--- src/rtl/riscv_irq_event_unit_if.sv ---
// Request/acknowledge handshake between the interrupt event unit and the
// core interrupt controller.
//
// Signals:
//   irq_o        level request, high while an interrupt is presented
//   irq_id_o     id of the presented interrupt
//   irq_sec_o    secure attribute of the presented interrupt
//   irq_ack_i    one-cycle acknowledge from the core
//   irq_ack_id_i id being acknowledged
//
// Modports:
//   master  the event unit, which drives the request and receives the ack
//   slave   the core controller, which receives the request and drives the ack
interface riscv_irq_event_unit_if;
    logic       irq_o;
    logic [4:0] irq_id_o;
    logic       irq_sec_o;
    logic       irq_ack_i;
    logic [4:0] irq_ack_id_i;

    modport master (
        output irq_o,
        output irq_id_o,
        output irq_sec_o,
        input  irq_ack_i,
        input  irq_ack_id_i
    );

    modport slave (
        input  irq_o,
        input  irq_id_o,
        input  irq_sec_o,
        output irq_ack_i,
        output irq_ack_id_i
    );
endinterface

--- src/rtl/riscv_irq_event_unit.sv ---
// Interrupt event unit. It collects rising-edge and software events into a
// pending register and presents the highest-priority enabled pending line to
// the core interrupt controller. A presented request is never preempted: it
// stays up until the core acknowledges it.
//
// Ports:
//   clk             single clock, rising edge
//   rst_n           asynchronous active-low reset
//   irq_src_i       interrupt sources; a 0->1 transition between edges is an event
//   irq_mask_i      per-line enable (1 = enabled)
//   irq_sec_mask_i  per-line secure attribute
//   sw_set_i        one-cycle software pend strobe
//   sw_set_id_i     line pended by sw_set_i
//   core            request/ack handshake (master side)
//   pending_o       pending register, for CSR readback
//   ack_mismatch_o  one-cycle pulse when an ack in REQ names the wrong id
module riscv_irq_event_unit #(
    parameter int unsigned NUM_IRQ = 32
) (
    input  logic                    clk,
    input  logic                    rst_n,
    input  logic [NUM_IRQ-1:0]      irq_src_i,
    input  logic [NUM_IRQ-1:0]      irq_mask_i,
    input  logic [NUM_IRQ-1:0]      irq_sec_mask_i,
    input  logic                    sw_set_i,
    input  logic [4:0]              sw_set_id_i,
    riscv_irq_event_unit_if.master  core,
    output logic [NUM_IRQ-1:0]      pending_o,
    output logic                    ack_mismatch_o
);

    localparam int unsigned IdW = 5;

    typedef enum logic [1:0] {
        StIdle,
        StReq,
        StHold
    } state_e;

    state_e               state_q;
    logic [NUM_IRQ-1:0]   pending_q;
    logic [NUM_IRQ-1:0]   pending_d;
    logic [NUM_IRQ-1:0]   src_q;      // source history for edge detection
    logic [IdW-1:0]       id_q;
    logic                 sec_q;
    logic                 irq_q;
    logic                 mismatch_q;

    logic [NUM_IRQ-1:0]   set_vec;
    logic [NUM_IRQ-1:0]   clr_vec;
    logic [NUM_IRQ-1:0]   eligible;
    logic                 win_valid;
    logic [IdW-1:0]       win_id;

    // ------------------------------------------------------------------
    // Pending register: hardware edges and software strobes set bits, the
    // acknowledge clears one bit. Set is applied after clear so a new event
    // on the acknowledged line in the same cycle is not lost.
    // ------------------------------------------------------------------
    always_comb begin
        set_vec = irq_src_i & ~src_q;
        clr_vec = '0;
        for (int i = 0; i < NUM_IRQ; i++) begin
            if (sw_set_i && (sw_set_id_i == IdW'(i))) begin
                set_vec[i] = 1'b1;
            end
            if (core.irq_ack_i && (core.irq_ack_id_i == IdW'(i))) begin
                clr_vec[i] = 1'b1;
            end
        end
        pending_d = (pending_q & ~clr_vec) | set_vec;
    end

    always_ff @(posedge clk or negedge rst_n) begin
        if (!rst_n) begin
            pending_q <= '0;
            src_q     <= '0;
        end else begin
            pending_q <= pending_d;
            src_q     <= irq_src_i;
        end
    end

    // ------------------------------------------------------------------
    // Priority select: highest enabled pending index wins. The loop runs
    // upward so later (higher) indices overwrite earlier ones.
    // ------------------------------------------------------------------
    always_comb begin
        eligible  = pending_q & irq_mask_i;
        win_valid = |eligible;
        win_id    = '0;
        for (int i = 0; i < NUM_IRQ; i++) begin
            if (eligible[i]) begin
                win_id = IdW'(i);
            end
        end
    end

    // ------------------------------------------------------------------
    // Presentation FSM with registered outputs. id/sec are latched on entry
    // to REQ and frozen there, so later events or mask changes cannot alter
    // or withdraw a request the core may already be servicing. HOLD is a
    // single dead cycle that lets the core controller return to idle.
    // ------------------------------------------------------------------
    always_ff @(posedge clk or negedge rst_n) begin
        if (!rst_n) begin
            state_q    <= StIdle;
            id_q       <= '0;
            sec_q      <= 1'b0;
            irq_q      <= 1'b0;
            mismatch_q <= 1'b0;
        end else begin
            mismatch_q <= 1'b0;
            case (state_q)
                StIdle: begin
                    if (win_valid) begin
                        state_q <= StReq;
                        id_q    <= win_id;
                        sec_q   <= irq_sec_mask_i[win_id];
                        irq_q   <= 1'b1;
                    end
                end
                StReq: begin
                    if (core.irq_ack_i) begin
                        state_q    <= StHold;
                        irq_q      <= 1'b0;
                        mismatch_q <= (core.irq_ack_id_i != id_q);
                    end
                end
                StHold: begin
                    // id_q is kept for readback; only the secure bit is scrubbed.
                    state_q <= StIdle;
                    sec_q   <= 1'b0;
                end
                default: begin
                    state_q <= StIdle;
                    irq_q   <= 1'b0;
                end
            endcase
        end
    end

    assign core.irq_o     = irq_q;
    assign core.irq_id_o  = id_q;
    assign core.irq_sec_o = sec_q;
    assign pending_o      = pending_q;
    assign ack_mismatch_o = mismatch_q;

endmodule

--- src/flat_wrapper.sv ---
// flat-port wrapper written by rule: the top's interface ports become plain ports
module riscv_irq_event_unit_flat 
#(
    parameter int unsigned NUM_IRQ = 32
)
  (clk, rst_n, irq_src_i, irq_mask_i, irq_sec_mask_i, sw_set_i, sw_set_id_i, pending_o, ack_mismatch_o, core_irq_o, core_irq_id_o, core_irq_sec_o, core_irq_ack_i, core_irq_ack_id_i);
  riscv_irq_event_unit_if core_i ();
  input  logic clk;
  input  logic rst_n;
  input  logic [NUM_IRQ-1:0] irq_src_i;
  input  logic [NUM_IRQ-1:0] irq_mask_i;
  input  logic [NUM_IRQ-1:0] irq_sec_mask_i;
  input  logic sw_set_i;
  input  logic [4:0] sw_set_id_i;
  output logic [NUM_IRQ-1:0] pending_o;
  output logic ack_mismatch_o;
  output wire logic [$bits(core_i.irq_o)-1:0] core_irq_o;
  output wire logic [$bits(core_i.irq_id_o)-1:0] core_irq_id_o;
  output wire logic [$bits(core_i.irq_sec_o)-1:0] core_irq_sec_o;
  input wire logic [$bits(core_i.irq_ack_i)-1:0] core_irq_ack_i;
  input wire logic [$bits(core_i.irq_ack_id_i)-1:0] core_irq_ack_id_i;
  assign core_irq_o = core_i.irq_o;
  assign core_irq_id_o = core_i.irq_id_o;
  assign core_irq_sec_o = core_i.irq_sec_o;
  assign core_i.irq_ack_i = core_irq_ack_i;
  assign core_i.irq_ack_id_i = core_irq_ack_id_i;
  riscv_irq_event_unit #(.NUM_IRQ(NUM_IRQ)) u_core (.clk(clk), .rst_n(rst_n), .irq_src_i(irq_src_i), .irq_mask_i(irq_mask_i), .irq_sec_mask_i(irq_sec_mask_i), .sw_set_i(sw_set_i), .sw_set_id_i(sw_set_id_i), .core(core_i), .pending_o(pending_o), .ack_mismatch_o(ack_mismatch_o));
endmodule
--- config.mk ---
export PLATFORM = sky130hd
export DESIGN_NAME = riscv_irq_event_unit_flat
export DESIGN_NICKNAME = d
export VERILOG_FILES = /design/src/rtl/riscv_irq_event_unit_if.sv /design/src/rtl/riscv_irq_event_unit.sv /design/src/flat_wrapper.sv
export SDC_FILE = /design/constraint.sdc
export NUM_CORES = 1
export LEC_CHECK = 0
export BUFFER_PORTS_ARGS = -buffer_cell sky130_fd_sc_hd__buf_2
export CAP_MARGIN = 5
export CORE_ASPECT_RATIO = 1.25
export CORE_UTILIZATION = 54
export CTS_BUF_LIST = sky130_fd_sc_hd__clkbuf_8
export DETAILED_ROUTE_END_ITERATION = 8
export GPL_TIMING_DRIVEN = 0
export PLACE_DENSITY = 0.94
export SLEW_MARGIN = 20
export SYNTH_ARGS = -nofsm -noshare
export SYNTH_HDL_FRONTEND = slang
export SYNTH_SLANG_ARGS = --single-unit
--- constraint.sdc ---
create_clock -name clk -period 3.3 [get_ports clk]
set_input_delay 0.165 -clock clk [delete_from_list [all_inputs] [get_ports clk]]
set_output_delay 0.165 -clock clk [all_outputs]
set_load 0.05 [all_outputs]
Word level (Yosys, flattened, before mapping)
Index checks and enable logic that the tools add are counted.
{ "classes": {"n_lt_le_gt_ge": 1, "eq_ne": 67, "n_mux": 107, "n_bitwise": 7, "n_reduce_logical": 73} }
{ "ops": {"columns": ["op", "count"], "rows": [
  ["== test 5 bit (second input constant)", 32],
  ["AND 32 bit", 3],
  ["== test 5 x 4 -> 1 bit (second input constant)", 16],
  ["two-way mux 5 bit", 16],
  ["two-way mux 1 bit", 71],
  ["logical AND 1 bit", 64],
  ["inverter 32 bit", 2],
  ["== test 5 x 3 -> 1 bit (second input constant)", 8],
  ["two-way mux 4 bit", 8],
  ["OR 32 bit", 1],
  ["OR reduction 32 bit", 1],
  ["== test 5 x 2 -> 1 bit (second input constant)", 4],
  ["two-way mux 3 bit", 4],
  ["== test 5 x 1 -> 1 bit (second input constant)", 2],
  ["logical NOT 5 bit", 2],
  ["two-way mux 2 bit", 4],
  ["less-than comparator 5 x 6 -> 1 bit (second input constant)", 1],
  ["AND reduction 2 bit", 3],
  ["binary-select mux 1 bit (select 5 bit)", 1],
  ["inequality test 5 bit", 1],
  ["one-hot mux 2 bit (2 select lines)", 1],
  ["one-hot mux 1 bit (3 select lines)", 1],
  ["AND reduction 3 bit", 1],
  ["== test 2 x 1 -> 1 bit (second input constant)", 1],
  ["other kinds (7)", 7]
]} }
{ "totals": {"regBits": 74, "in_bits": 110, "out_inout_bits": 40, "word_cells": 262} }

Logic depth before layout (Yosys ltp)
Gate-level depths: netlist (run 1).
{ "logic_depth": {"ltp_word": 36, "depth_mapped": 9, "mapped_depth_nobuf": 8} }

Worst setup path after synthesis (run 1)
OpenSTA, ideal clock, no wires.
{ "synth_path": {"path_kind": "register to register", "from": "reg u_core.pending_q[20] (netlist: u_core.pending_o[20])", "to": "reg u_core.sec_q (netlist: u_core.core.irq_sec_o)", "setup_ns": 0.144, "arrival_ns": 2.378, "required_time_ns": 3.156, "slack_ns": 0.778, "path_stages_with_launch": 9, "path_buffers": 1, "period_less_slack_ns": 2.522, "cell_sequence": "dfrtp_1 > a22oi_1 > and2_2 > a21oi_1 > a21o_1 > buf_6 > mux4_2 > a311oi_1 > o2111ai_1"} }
{ "synth_between": {"elab_chain_cells": 17, "word_cells_on_any_way": 20, "cone_classes": "eq/ne: 1; mux: 16; bitwise: 1; reduce/logical: 2"} }
{ "synth_lines": {"columns": ["item", "line_no", "source"], "rows": [
  ["from (decl)", "riscv_irq_event_unit.sv:41", "logic [NUM_IRQ-1:0] pending_q;"],
  ["from (signal assigned)", "riscv_irq_event_unit.sv:79", "pending_q <= pending_d;"],
  ["AND 32 bit *", "riscv_irq_event_unit.sv:89", "eligible = pending_q & irq_mask_i;"],
  ["two-way mux 5 bit (12 in a row)", "riscv_irq_event_unit.sv:93", "if (eligible[i]) begin"],
  ["binary-select mux 1 bit (select 5 bit)", "riscv_irq_event_unit.sv:119", "sec_q <= irq_sec_mask_i[win_id];"],
  ["two-way mux 1 bit (not written as such)", "riscv_irq_event_unit.sv:119", null],
  ["two-way mux 1 bit", "riscv_irq_event_unit.sv:116", "if (win_valid) begin"],
  ["one-hot mux 1 bit (2 select lines)", "riscv_irq_event_unit.sv:114", "case (state_q)"],
  ["to (signal assigned)", "riscv_irq_event_unit.sv:119", null],
  ["to (decl)", "riscv_irq_event_unit.sv:45", "logic sec_q;"]
]} }
Every way passes the cells marked *; elsewhere a longest branch is shown, timed or not. The select of a mux whose other input is x is not followed.
A chain may end at the register's enable or synchronous reset.

Final worst setup path (run 1)
{ "layout_path": {"from": "reg u_core.pending_q[18] (netlist: u_core.pending_o[18])", "to": "reg u_core.sec_q (netlist: u_core.core.irq_sec_o)"} }
{ "layout_between": {"elab_chain_cells": 19, "word_cells_on_any_way": 22, "cone_classes": "eq/ne: 1; mux: 18; bitwise: 1; reduce/logical: 2"} }
{ "layout_lines": {"columns": ["item", "line_no"], "rows": [
  ["AND 32 bit *", "riscv_irq_event_unit.sv:89"],
  ["two-way mux 5 bit (14 in a row)", "riscv_irq_event_unit.sv:93"],
  ["binary-select mux 1 bit (select 5 bit)", "riscv_irq_event_unit.sv:119"],
  ["two-way mux 1 bit (not written as such)", "riscv_irq_event_unit.sv:119"],
  ["two-way mux 1 bit", "riscv_irq_event_unit.sv:116"],
  ["one-hot mux 1 bit (2 select lines)", "riscv_irq_event_unit.sv:114"]
]} }
Marked as above.

==> results of run 1 <==
[timing repair]
action,4_1_cts,5_1_grt
setup endpoints to repair,0,0
hold buffers,33,0
endpoints found under the hold margin,60,0
[per-layer routing]
layer	track usage, %	up-vias	wire [microns]
li1	-	1725	-
met1	40.96	1925	4384
met2	59.52	318	6159
met3	8.155	65	1057
met4	20.99	0	569
met5	0	-	0
[metrics by stage]
stage | hold slack (ns) | total power, mW | instance area [sq um] | std cells
floorplan | -0.1306 | 1.539 | 3631 | 351
global placement | 0.2872 | 1.760 | 4486 | 587
detailed placement | 0.1099 | 1.789 | 4508 | 588
CTS | 0.08207 | 2.577 | 5054 | 636
global route | 0.1182 | 2.697 | 5054 | 636
finish | 0.1008 | 2.587 | 5054 | 636
[cell type report]
cell class	instances	area [sq um]
buffer	8	46.29
sequential	74	1852
fill	454	1470
inverter	36	135.1
tap	87	108.9
timing repair buffer	183	1099
multi-input combinational	233	1598
clock inverter	6	91.34
clock buffer	9	123.9
[critical path, stage by stage, from the launching register on]
cell	delay, ns
sky130_fd_sc_hd__dfrtp_1	0.46
sky130_fd_sc_hd__a22oi_1	0.35
sky130_fd_sc_hd__nand2_1	0.11
sky130_fd_sc_hd__a21oi_1	0.29
sky130_fd_sc_hd__a21o_1	0.18
sky130_fd_sc_hd__buf_6	0.15
sky130_fd_sc_hd__mux4_2	0.52
sky130_fd_sc_hd__a311oi_1	0.29
sky130_fd_sc_hd__o2111ai_1	0.14
[cell usage in the layout (no fill, tap or decap), types with 2 or more instances in the layout]
| cell | netlist | final |
|---|---|---|
| sky130_fd_sc_hd__buf_6 | 2 | 2 |
| sky130_fd_sc_hd__dlygate4sd3_1 | 0 | 33 |
| sky130_fd_sc_hd__nor2_1 | 7 | 7 |
| sky130_fd_sc_hd__mux4_2 | 3 | 3 |
| sky130_fd_sc_hd__and2_1 | 4 | 4 |
| sky130_fd_sc_hd__xor2_1 | 2 | 2 |
| sky130_fd_sc_hd__nand2b_1 | 6 | 6 |
| sky130_fd_sc_hd__a21oi_1 | 8 | 8 |
| sky130_fd_sc_hd__nand2_1 | 38 | 38 |
| sky130_fd_sc_hd__a32o_1 | 2 | 2 |
| sky130_fd_sc_hd__nand3_1 | 12 | 12 |
| sky130_fd_sc_hd__clkbuf_1 | 5 | 5 |
| sky130_fd_sc_hd__clkbuf_8 | 0 | 9 |
| sky130_fd_sc_hd__o221ai_1 | 32 | 32 |
| sky130_fd_sc_hd__buf_2 | 1 | 149 |
| sky130_fd_sc_hd__a22o_1 | 5 | 5 |
| sky130_fd_sc_hd__and4_1 | 2 | 2 |
| sky130_fd_sc_hd__inv_1 | 36 | 36 |
| sky130_fd_sc_hd__mux2i_1 | 5 | 5 |
| sky130_fd_sc_hd__mux4_1 | 2 | 2 |
| sky130_fd_sc_hd__clkinv_4 | 0 | 2 |
| sky130_fd_sc_hd__a221oi_1 | 2 | 2 |
| sky130_fd_sc_hd__nand4_1 | 5 | 5 |
| sky130_fd_sc_hd__and3_1 | 2 | 2 |
| sky130_fd_sc_hd__o211ai_1 | 2 | 2 |
| sky130_fd_sc_hd__o2111ai_1 | 4 | 4 |
| sky130_fd_sc_hd__a32oi_1 | 4 | 4 |
| sky130_fd_sc_hd__or2_2 | 2 | 2 |
| sky130_fd_sc_hd__xnor2_1 | 3 | 3 |
| sky130_fd_sc_hd__bufinv_16 | 0 | 2 |
| sky130_fd_sc_hd__a211oi_1 | 5 | 5 |
| sky130_fd_sc_hd__dfrtp_1 | 74 | 74 |
| sky130_fd_sc_hd__a22oi_1 | 10 | 10 |
| sky130_fd_sc_hd__nor2b_1 | 5 | 5 |
| sky130_fd_sc_hd__a21o_1 | 2 | 2 |
| sky130_fd_sc_hd__o21ai_0 | 41 | 41 |
[kinds of logic (layout without fill, tap and decap cells)]
kind of cell           after synthesis  after routing  share of synthesized area, %
AO/OA/AOI/OAI                      129            129                         25.81
XOR/XNOR                             5              5                         1.206
buffers and inverters               44            242                         4.996
flip-flops                          74             74                         51.00
multiplexers                        11             11                         4.996
AND/OR/NAND/NOR                     88             88                         11.99
[state kept, by name, summed over array words and instances, names as in the netlist]
register / count
u_core.pending_o: 32
u_core.core.irq_o: 1
u_core.core.irq_sec_o: 1
u_core.state_q: 2
u_core.src_q: 32
u_core.core.irq_id_o: 5
u_core.ack_mismatch_o: 1
[power breakdown]
group	switching, mW	internal (mW)	leakage (nW)	total (mW)
Clock	0.345	0.425	0.110	0.770
Combinational	0.488	0.257	1.39	0.745
Sequential	0.0732	0.998	0.778	1.07
Total	0.906	1.68	2.28	2.59
[how the worst max path moves through the flow]
stage               cells past startpoint                 start               endpoint
detailed placement                      9  u_core.pending_o[11]  u_core.core.irq_sec_o
floorplan                               8  u_core.pending_o[20]  u_core.core.irq_sec_o
finish                                  8  u_core.pending_o[18]  u_core.core.irq_sec_o
global placement                        9  u_core.pending_o[11]  u_core.core.irq_sec_o
CTS                                     9  u_core.pending_o[11]  u_core.core.irq_sec_o
global route                            8  u_core.pending_o[18]  u_core.core.irq_sec_o
==> impl_metrics.toml, run 1 <==
[run_status]
run_status = "finished, final reports clean"

[clock_tree]
cts.sinks = 74
cts_tree = "yes"
cts_setup_buffers = 0
master_cell_of_the_clock_root_buffer = "sky130_fd_sc_hd__clkbuf_8"
h-tree-depth = 3
insertion_delay_ns = 0.35
clk_pin_slew_ns = 0.08
post_cts_gate_resize_count = 0
numCtsBuffers = 9
max-clock-path-buffers = 2

[worst_setup_path]
path_max_fanout = 10
rr_worst_depth = 8
critical_path_arrival_ns = 2.85
r2r_start = "u_core.pending_o[18]"
timing.rr.end = "u_core.core.irq_sec_o"
timing.reg2reg.setup_slack_ns = 0.67
required_ns = 3.52
cp-end-kind = "flip-flop"
start_kind = "flip-flop"
timing.setup.critical_path_class = "flip-flop to flip-flop"

[route]
drc = 0
post_drt_wl_per_cell_microns = 19.14
routed_wirelength_mm = 12.17
detail_route.iter0.violations = 345
number_of_antenna_violating_nets_in_the_routed_design = 0
via_count = 4033
drt-pass1-iter-count = 6
routed_via_density = 6.341

[global_routing]
grt_antenna_before_repair = 0
track_usage_pct = 35.67
grt_max_degree = 47
grt_overflow = 0
first_global_vias = 3814
global_route_wire_length_before_repair_mm = 18.28

[place]
hpwl_mm = 8.549
place.port_buffers = 149
preCtsSetupSlack_ns = 0.7969
gpl.final_weighted_congestion = 0.9463

[floorplanning]
dieArea_sq_mm = 0.007058
floorplan.initialDensity_pct = 55.66
die_outline_width_microns = 75.35
top_level_ports = 150
die_h_microns = 93.68
rows = 33
placeableCoreArea_sq_mm = 0.006524

[synth]
synth_area_leaders = "sky130_fd_sc_hd__dfrtp_1 (51%), sky130_fd_sc_hd__o221ai_1 (7.7%), sky130_fd_sc_hd__o21ai_0 (5.7%), sky130_fd_sc_hd__nand2_1 (3.9%), sky130_fd_sc_hd__inv_1 (3.7%)"
post_synth_inst_count = 351
synth_enable_flop_cells = 0
synth.net_count = 461
yosysTopAreaCellShare_pct = 51.00
post_synth_instance_area_sq_mm = 0.003631
synth-seq-area-share_pct = 51.00
ys.warnings.count = 0
netlist_cell_types = 50
post-synth-top-count-cell = "sky130_fd_sc_hd__dfrtp_1"
mean_instance_size_in_the_synthesized_netlist_sq_um = 10.34
yosys_most_used_dff = "sky130_fd_sc_hd__dfrtp_1"
async_flop_share_pct = 100.0
yosys_register_bits = 74
synthTopCellsByCount = "sky130_fd_sc_hd__dfrtp_1 (74), sky130_fd_sc_hd__o21ai_0 (41), sky130_fd_sc_hd__nand2_1 (38)"
post-synth-top-area-cell = "sky130_fd_sc_hd__dfrtp_1"

[sta]
rsz0062_at_grt = "no"
worst_case_clock_skew_ns = 0.007343
max_freq_mhz = 380.7
max-slew-margin-rel_pct = 52.92
hold_viol_final = 0
setup-violations-final = 0
final_worst_path_setup_slack_ns = 0.6732
period_needed_ns = 2.627
fin_crit_sh_pct = 79.60
fin_tns_setup_ns = 0
timing_worst_slew_pin_value_ns = 0.6970
maxSlewViolCount = 0

[worst_hold_path]
hold_class = "input port to flip-flop"
holdPathStages = 2
min-delay-start = "core_irq_ack_i"
min_to = "u_core.state_q[0]"

[finish]
antenna_cells = 0
end_of_flow_core_utilization_pct = 77.46
syn2layout_area_growth_pct = 39.18
layout-drive-gt1-share_pct = 32.79
design.final.nets = 655

[pwr]
power_leakage_nw = 2.276
max-vdd-ir-drop_uv = 499.0
power_density_mw_per_mm2 = 511.8

[run]
max-cap-violations = 0
(Power assumes the default switching activity.)
==> inputs of run 2 (changes only) <==
--- a/config.mk
+++ b/config.mk
@@ -8,11 +8,11 @@
 export BUFFER_PORTS_ARGS = -buffer_cell sky130_fd_sc_hd__buf_2
 export CAP_MARGIN = 5
 export CORE_ASPECT_RATIO = 1.25
-export CORE_UTILIZATION = 54
+export CORE_UTILIZATION = 50
 export CTS_BUF_LIST = sky130_fd_sc_hd__clkbuf_8
 export DETAILED_ROUTE_END_ITERATION = 8
 export GPL_TIMING_DRIVEN = 0
-export PLACE_DENSITY = 0.94
+export PLACE_DENSITY = 0.89
 export SLEW_MARGIN = 20
 export SYNTH_ARGS = -nofsm -noshare
 export SYNTH_HDL_FRONTEND = slang
==> constraint.sdc (replaced) <==
create_clock -name clk -period 2.6 [get_ports clk]
set_input_delay 0.13 -clock clk [delete_from_list [all_inputs] [get_ports clk]]
set_output_delay 0.13 -clock clk [all_outputs]
set_load 0.05 [all_outputs]
==> run 2 against run 1 <==
Sequential power is 28% higher. Sequential share of layout area decreased by 0.16 points. Clock-buffer cell count is 3 higher. Critical path type unchanged.
==> impl_metrics.toml, run 2 (synthesis results as in run 1) <==
[route]
number_of_antenna_violating_nets_in_the_routed_design = 0
routed_via_density = 6.172
via_count = 3944
routed_wirelength_mm = 12.40
top_signal_layer_used = "met4"
post_drt_wl_per_cell_microns = 19.41
drc = 0
met2_wirelength_mm = 6.054
detail_route.iter0.violations = 372
wl_met1_mm = 4.414
total_met3_wirelength_after_detailed_routing_mm = 1.152
drt-pass1-iter-count = 5

[worst_setup_path]
timing.setup.critical_path_class = "flip-flop to flip-flop"
crit_path_frequent_cell = "sky130_fd_sc_hd__a211oi_1"
timing.reg2reg.setup_slack_ns = 0.05
path_max_fanout = 8
required_ns = 2.80
timing.critical_path.slowest_stage_cell = "sky130_fd_sc_hd__dfrtp_1"
cp-end-kind = "flip-flop"
start_kind = "flip-flop"
critical_path_arrival_ns = 2.75
critical_path.cell_chain = "a22o_1 > a311oi_2 > o21ai_1 > a21o_1 > buf_6 > a211oi_1 > a211oi_1 > o311ai_0 > o2111ai_1"
worst_path_largest_cell_delay_ns = 0.42

[finish]
design.final.nets = 654
multi_input_gate_area_sq_mm = 0.001613
layout.cells.most_common_list = "sky130_fd_sc_hd__buf_2 (149), sky130_fd_sc_hd__dfrtp_1 (74), sky130_fd_sc_hd__o21ai_0 (41), sky130_fd_sc_hd__nand2_1 (38), sky130_fd_sc_hd__inv_1 (37)"
syn2layout_area_growth_pct = 39.80
fill_cells = 493
postLayoutCellArea_sq_mm = 0.005076
antenna_cells = 0
layout_commonest_cell = "sky130_fd_sc_hd__buf_2"
seqCellArea_sq_mm = 0.001852
layout-drive-gt1-share_pct = 33.33

[worst_hold_path]
hold_class = "input port to flip-flop"

[pwr]
power_mw = 3.252
clockPowerShare_pct = 28.9
max-vdd-ir-drop_uv = 549.6
internal_mw = 2.116
seqPwrFrac_pct = 42.2
p_comb_share_pct = 28.9
power_leakage_nw = 2.279
power_density_mw_per_mm2 = 640.7
switching_share_pct = 34.95
switchingPower_mw = 1.137

[clock_tree]
insertion_delay_ns = 0.34
cts_tree = "yes"
clk_pin_slew_ns = 0.08
max-clock-path-buffers = 2
master_cell_of_the_clock_root_buffer = "sky130_fd_sc_hd__clkbuf_8"
numCtsBuffers = 9
h-tree-depth = 3
cts.sinks = 74

[floorplanning]
dieArea_sq_mm = 0.007609
die_h_microns = 97.28
floorplan.initialDensity_pct = 52.04
placeableCoreArea_sq_mm = 0.006977
rows = 34
die_outline_width_microns = 78.22
top_level_ports = 150

[sta]
hold_viol_final = 0
period_needed_ns = 2.546
timing_worst_slew_pin_value_ns = 0.7209
maxSlewViolCount = 0
worst_hold_slack_ns = 0.06554
max-slew-margin-rel_pct = 51.31
fin_crit_sh_pct = 97.92
max_freq_mhz = 392.8
fin_tns_setup_ns = 0
worst_case_clock_skew_ns = 0.008449
setup-violations-final = 0

[global_routing]
grt_overflow = 0
grt_antenna_before_repair = 0
global_route_wire_length_before_repair_mm = 19.27
first_global_vias = 4011
track_usage_pct = 33.24
grt_max_degree = 54

[place]
hpwl_mm = 8.820
place.port_buffers = 149
dpl-instance-area_sq_mm = 0.004519
gpl.final_weighted_congestion = 0.9055

[run]
max-cap-violations = 0

[run_status]
run_status = "finished, final reports clean"
run 2: per-stage QoR:
step	utilization [%]	setup WS [ns]	cells
floorplan	-	0.07766	351
global placement	64.35	0.1128	590
detailed placement	64.78	0.04057	591
CTS	72.60	0.03636	640
global route	72.76	-0.01341	639
finish	72.76	0.05398	639
run 2: repair_timing:
item	CTS	global route
setup buffers	0	0
setup endpoints to repair	0	1
endpoints found under the hold margin	53	0
gates resized for setup	0	3
hold buffers	33	0
run 2: power groups by stage:
stage                     Combinational [mW]  Sequential, mW  Clock [mW]
after CTS                              0.933            1.37       0.936
after global routing                    1.01            1.38        1.00
after detailed placement               0.890            1.39           0
after floorplan                        0.317            1.64           0
final                                  0.941            1.37       0.939
after global placement                 0.860            1.38           0
run 2: final timing paths:
kind | start | to | depth (start not counted)
setup / recovery | u_core.pending_o[7] | u_core.core.irq_sec_o | 9
hold / removal | core_irq_ack_i | u_core.state_q[0] | 2
setup reg to reg | u_core.pending_o[7] | u_core.core.irq_sec_o | 9
hold reg to reg | u_core.src_q[21] | u_core.pending_o[21] | 1
max in group asynchronous | rst_n | u_core.pending_o[27] | 3
min in group asynchronous | rst_n | u_core.src_q[15] | 2
run 2: layer usage:
| metal | track usage (%) | vias to the layer above |
|---|---|---|
| met5 | 0 | - |
| met4 | 26.21 | 0 |
| met3 | 7.230 | 71 |
| met2 | 54.93 | 278 |
| met1 | 36.46 | 1866 |
| li1 | - | 1729 |
run 2: critical path: cells and delay by family (launching register included):
family                 cells  cell delay, ns
buffers and inverters      1            0.14
AO/OA/AOI/OAI              8            1.85
flip-flops                 1            0.42
run 2: layout make-up:
class                   instances  share of cell area (%)
inverters                      36                   2.662
flip-flops and latches         74                   36.48
well taps                      90                   2.218
clock inverters                 4                  0.9859
clock buffers                  12                   3.254
multi-input cells             233                   31.77
repair buffers                183                   21.79
plain buffers                   7                  0.8381
==> inputs of run 3 (changes only) <==
==> constraint.sdc (replaced) <==
create_clock -name clk -period 2.6 [get_ports clk]
set_input_delay 0.39 -clock clk [delete_from_list [all_inputs] [get_ports clk]]
set_output_delay 0.39 -clock clk [all_outputs]
set_load 0.05 [all_outputs]
==> run 3 against run 2 <==
Combinational power shrank 4.1%. Clock-buffer cell count unchanged. Cell count down 5.0%. Total power decreased by 1.3%. Sequential cell count unchanged. Final area down 6.3%. Wire length fell by 4.9%. Global-route usage down 1.8 points. Non-clock buffer count decreased by 32. Register-to-register slack better by 0.04 ns.
==> impl_metrics.toml, run 3 (synthesis results as in run 1) <==
[run_status]
run_status = "finished, final reports clean"

[finish]
antenna_cells = 0
layout.cells.most_common_list = "sky130_fd_sc_hd__buf_2 (149), sky130_fd_sc_hd__dfrtp_1 (74), sky130_fd_sc_hd__o21ai_0 (41), sky130_fd_sc_hd__nand2_1 (38), sky130_fd_sc_hd__inv_1 (37)"
postLayoutCellArea_sq_mm = 0.004756
layout-drive-gt1-share_pct = 35.40
post_layout_nonfiller_instances = 607
fill_cells = 542
syn2layout_area_growth_pct = 30.98
multi_input_gate_area_sq_mm = 0.001613
seqCellArea_sq_mm = 0.001852
end_of_flow_core_utilization_pct = 68.17
design.final.nets = 622
layout_commonest_cell = "sky130_fd_sc_hd__buf_2"

[clock_tree]
master_cell_of_the_clock_root_buffer = "sky130_fd_sc_hd__clkbuf_8"
insertion_delay_ns = 0.35
cts.sinks = 74
cts_setup_buffers = 0
h-tree-depth = 3
numCtsBuffers = 9
cts_tree = "yes"
max-clock-path-buffers = 2
clk_pin_slew_ns = 0.08

[sta]
worst_hold_slack_ns = 0.1587
fin_tns_setup_ns = 0
period_needed_ns = 2.509
max_freq_mhz = 398.6
final_worst_path_setup_slack_ns = 0.09144
worst_case_clock_skew_ns = 0.009245
hold_viol_final = 0
setup-violations-final = 0
fin_crit_sh_pct = 96.48
max-slew-margin-rel_pct = 49.34
maxSlewViolCount = 0
timing_worst_slew_pin_value_ns = 0.7500

[worst_setup_path]
timing.setup.critical_path_class = "flip-flop to flip-flop"
required_ns = 2.80
path_max_fanout = 6
start_kind = "flip-flop"
cp-end-kind = "flip-flop"
critical_path_arrival_ns = 2.71

[place]
dpl-instance-area_sq_mm = 0.004519
preCtsSetupSlack_ns = -0.05040
place.detailed.instances = 591
place.port_buffers = 149
hpwl_mm = 8.820
gpl.final_weighted_congestion = 0.9055

[run]
max-cap-violations = 0

[route]
detail_route.iter0.violations = 302
drt-pass1-iter-count = 5
via_count = 3767
number_of_antenna_violating_nets_in_the_routed_design = 0
drc = 0
routed_via_density = 6.206
routed_wirelength_mm = 11.79
post_drt_wl_per_cell_microns = 19.43

[pwr]
power_leakage_nw = 2.145
power_mw = 3.210
max-vdd-ir-drop_uv = 547.6
power_density_mw_per_mm2 = 674.9

[global_routing]
grt_max_degree = 54
grt_overflow = 0
track_usage_pct = 31.47
grt_antenna_before_repair = 0
global_route_wire_length_before_repair_mm = 18.15
first_global_vias = 3710

[floorplanning]
die_h_microns = 97.28
rows = 34
floorplan.initialDensity_pct = 52.04
die_outline_width_microns = 78.22
placeableCoreArea_sq_mm = 0.006977
top_level_ports = 150
dieArea_sq_mm = 0.007609

[worst_hold_path]
hold_class = "input port to flip-flop"
[run 3: cell types whose count changed in the layout (fill, tap and decap cells not counted), sizes merged]
cell         change
dlygate4sd3     -32
[run 3: where the power goes]
| group | internal (mW) | leakage [nW] | switching [mW] |
|---|---|---|---|
| clock network | 0.520 | 0.110 | 0.416 |
| logic | 0.297 | 1.26 | 0.605 |
| registers | 1.27 | 0.778 | 0.104 |
[run 3: final timing paths]
check,startpoint,to,slack (ns),cells past startpoint
max in group asynchronous,rst_n,u_core.pending_o[27],1.56,3
worst min register to register,u_core.src_q[2],u_core.pending_o[2],0.48,1
min in group asynchronous,rst_n,u_core.src_q[15],0.48,2
worst max register to register,u_core.pending_o[11],u_core.core.irq_sec_o,0.09,8
worst min-delay path,irq_src_i[12],u_core.src_q[12],0.16,1
worst max-delay path,u_core.pending_o[11],u_core.core.irq_sec_o,0.09,8
[run 3: metal layers]
| metal | track usage (%) | wire, microns | up-vias |
|---|---|---|---|
| li1 | - | - | 1667 |
| met1 | 35.44 | 4285 | 1788 |
| met2 | 51.89 | 5788 | 252 |
| met3 | 6.854 | 1061 | 60 |
| met4 | 22.93 | 656 | 0 |
| met5 | 0 | 0 | - |
[run 3: repair_timing]
action                                  CTS  global route
endpoints found under the setup margin    0             1
endpoints found under the hold margin    21             0
hold buffers                              1             0
resized for setup                         0             3
[run 3: worst max-delay path, cell delays in order (launching register included)]
cell                        delay (ns)
sky130_fd_sc_hd__dfrtp_1          0.43
sky130_fd_sc_hd__and2_1           0.19
sky130_fd_sc_hd__a221o_2          0.30
sky130_fd_sc_hd__a21oi_1          0.22
sky130_fd_sc_hd__o2111ai_1        0.18
sky130_fd_sc_hd__and2_1           0.27
sky130_fd_sc_hd__mux4_2           0.33
sky130_fd_sc_hd__a311oi_1         0.28
sky130_fd_sc_hd__o2111ai_1        0.17
[run 3: layout make-up]
type	instances	share of cell area (%)
flip-flops and latches	74	38.94
repair buffers	151	16.52
clock buffers	12	3.473
multi-input cells	233	33.91
plain buffers	7	0.8945
inverters	36	2.841
clock inverters	4	1.052
well taps	90	2.368
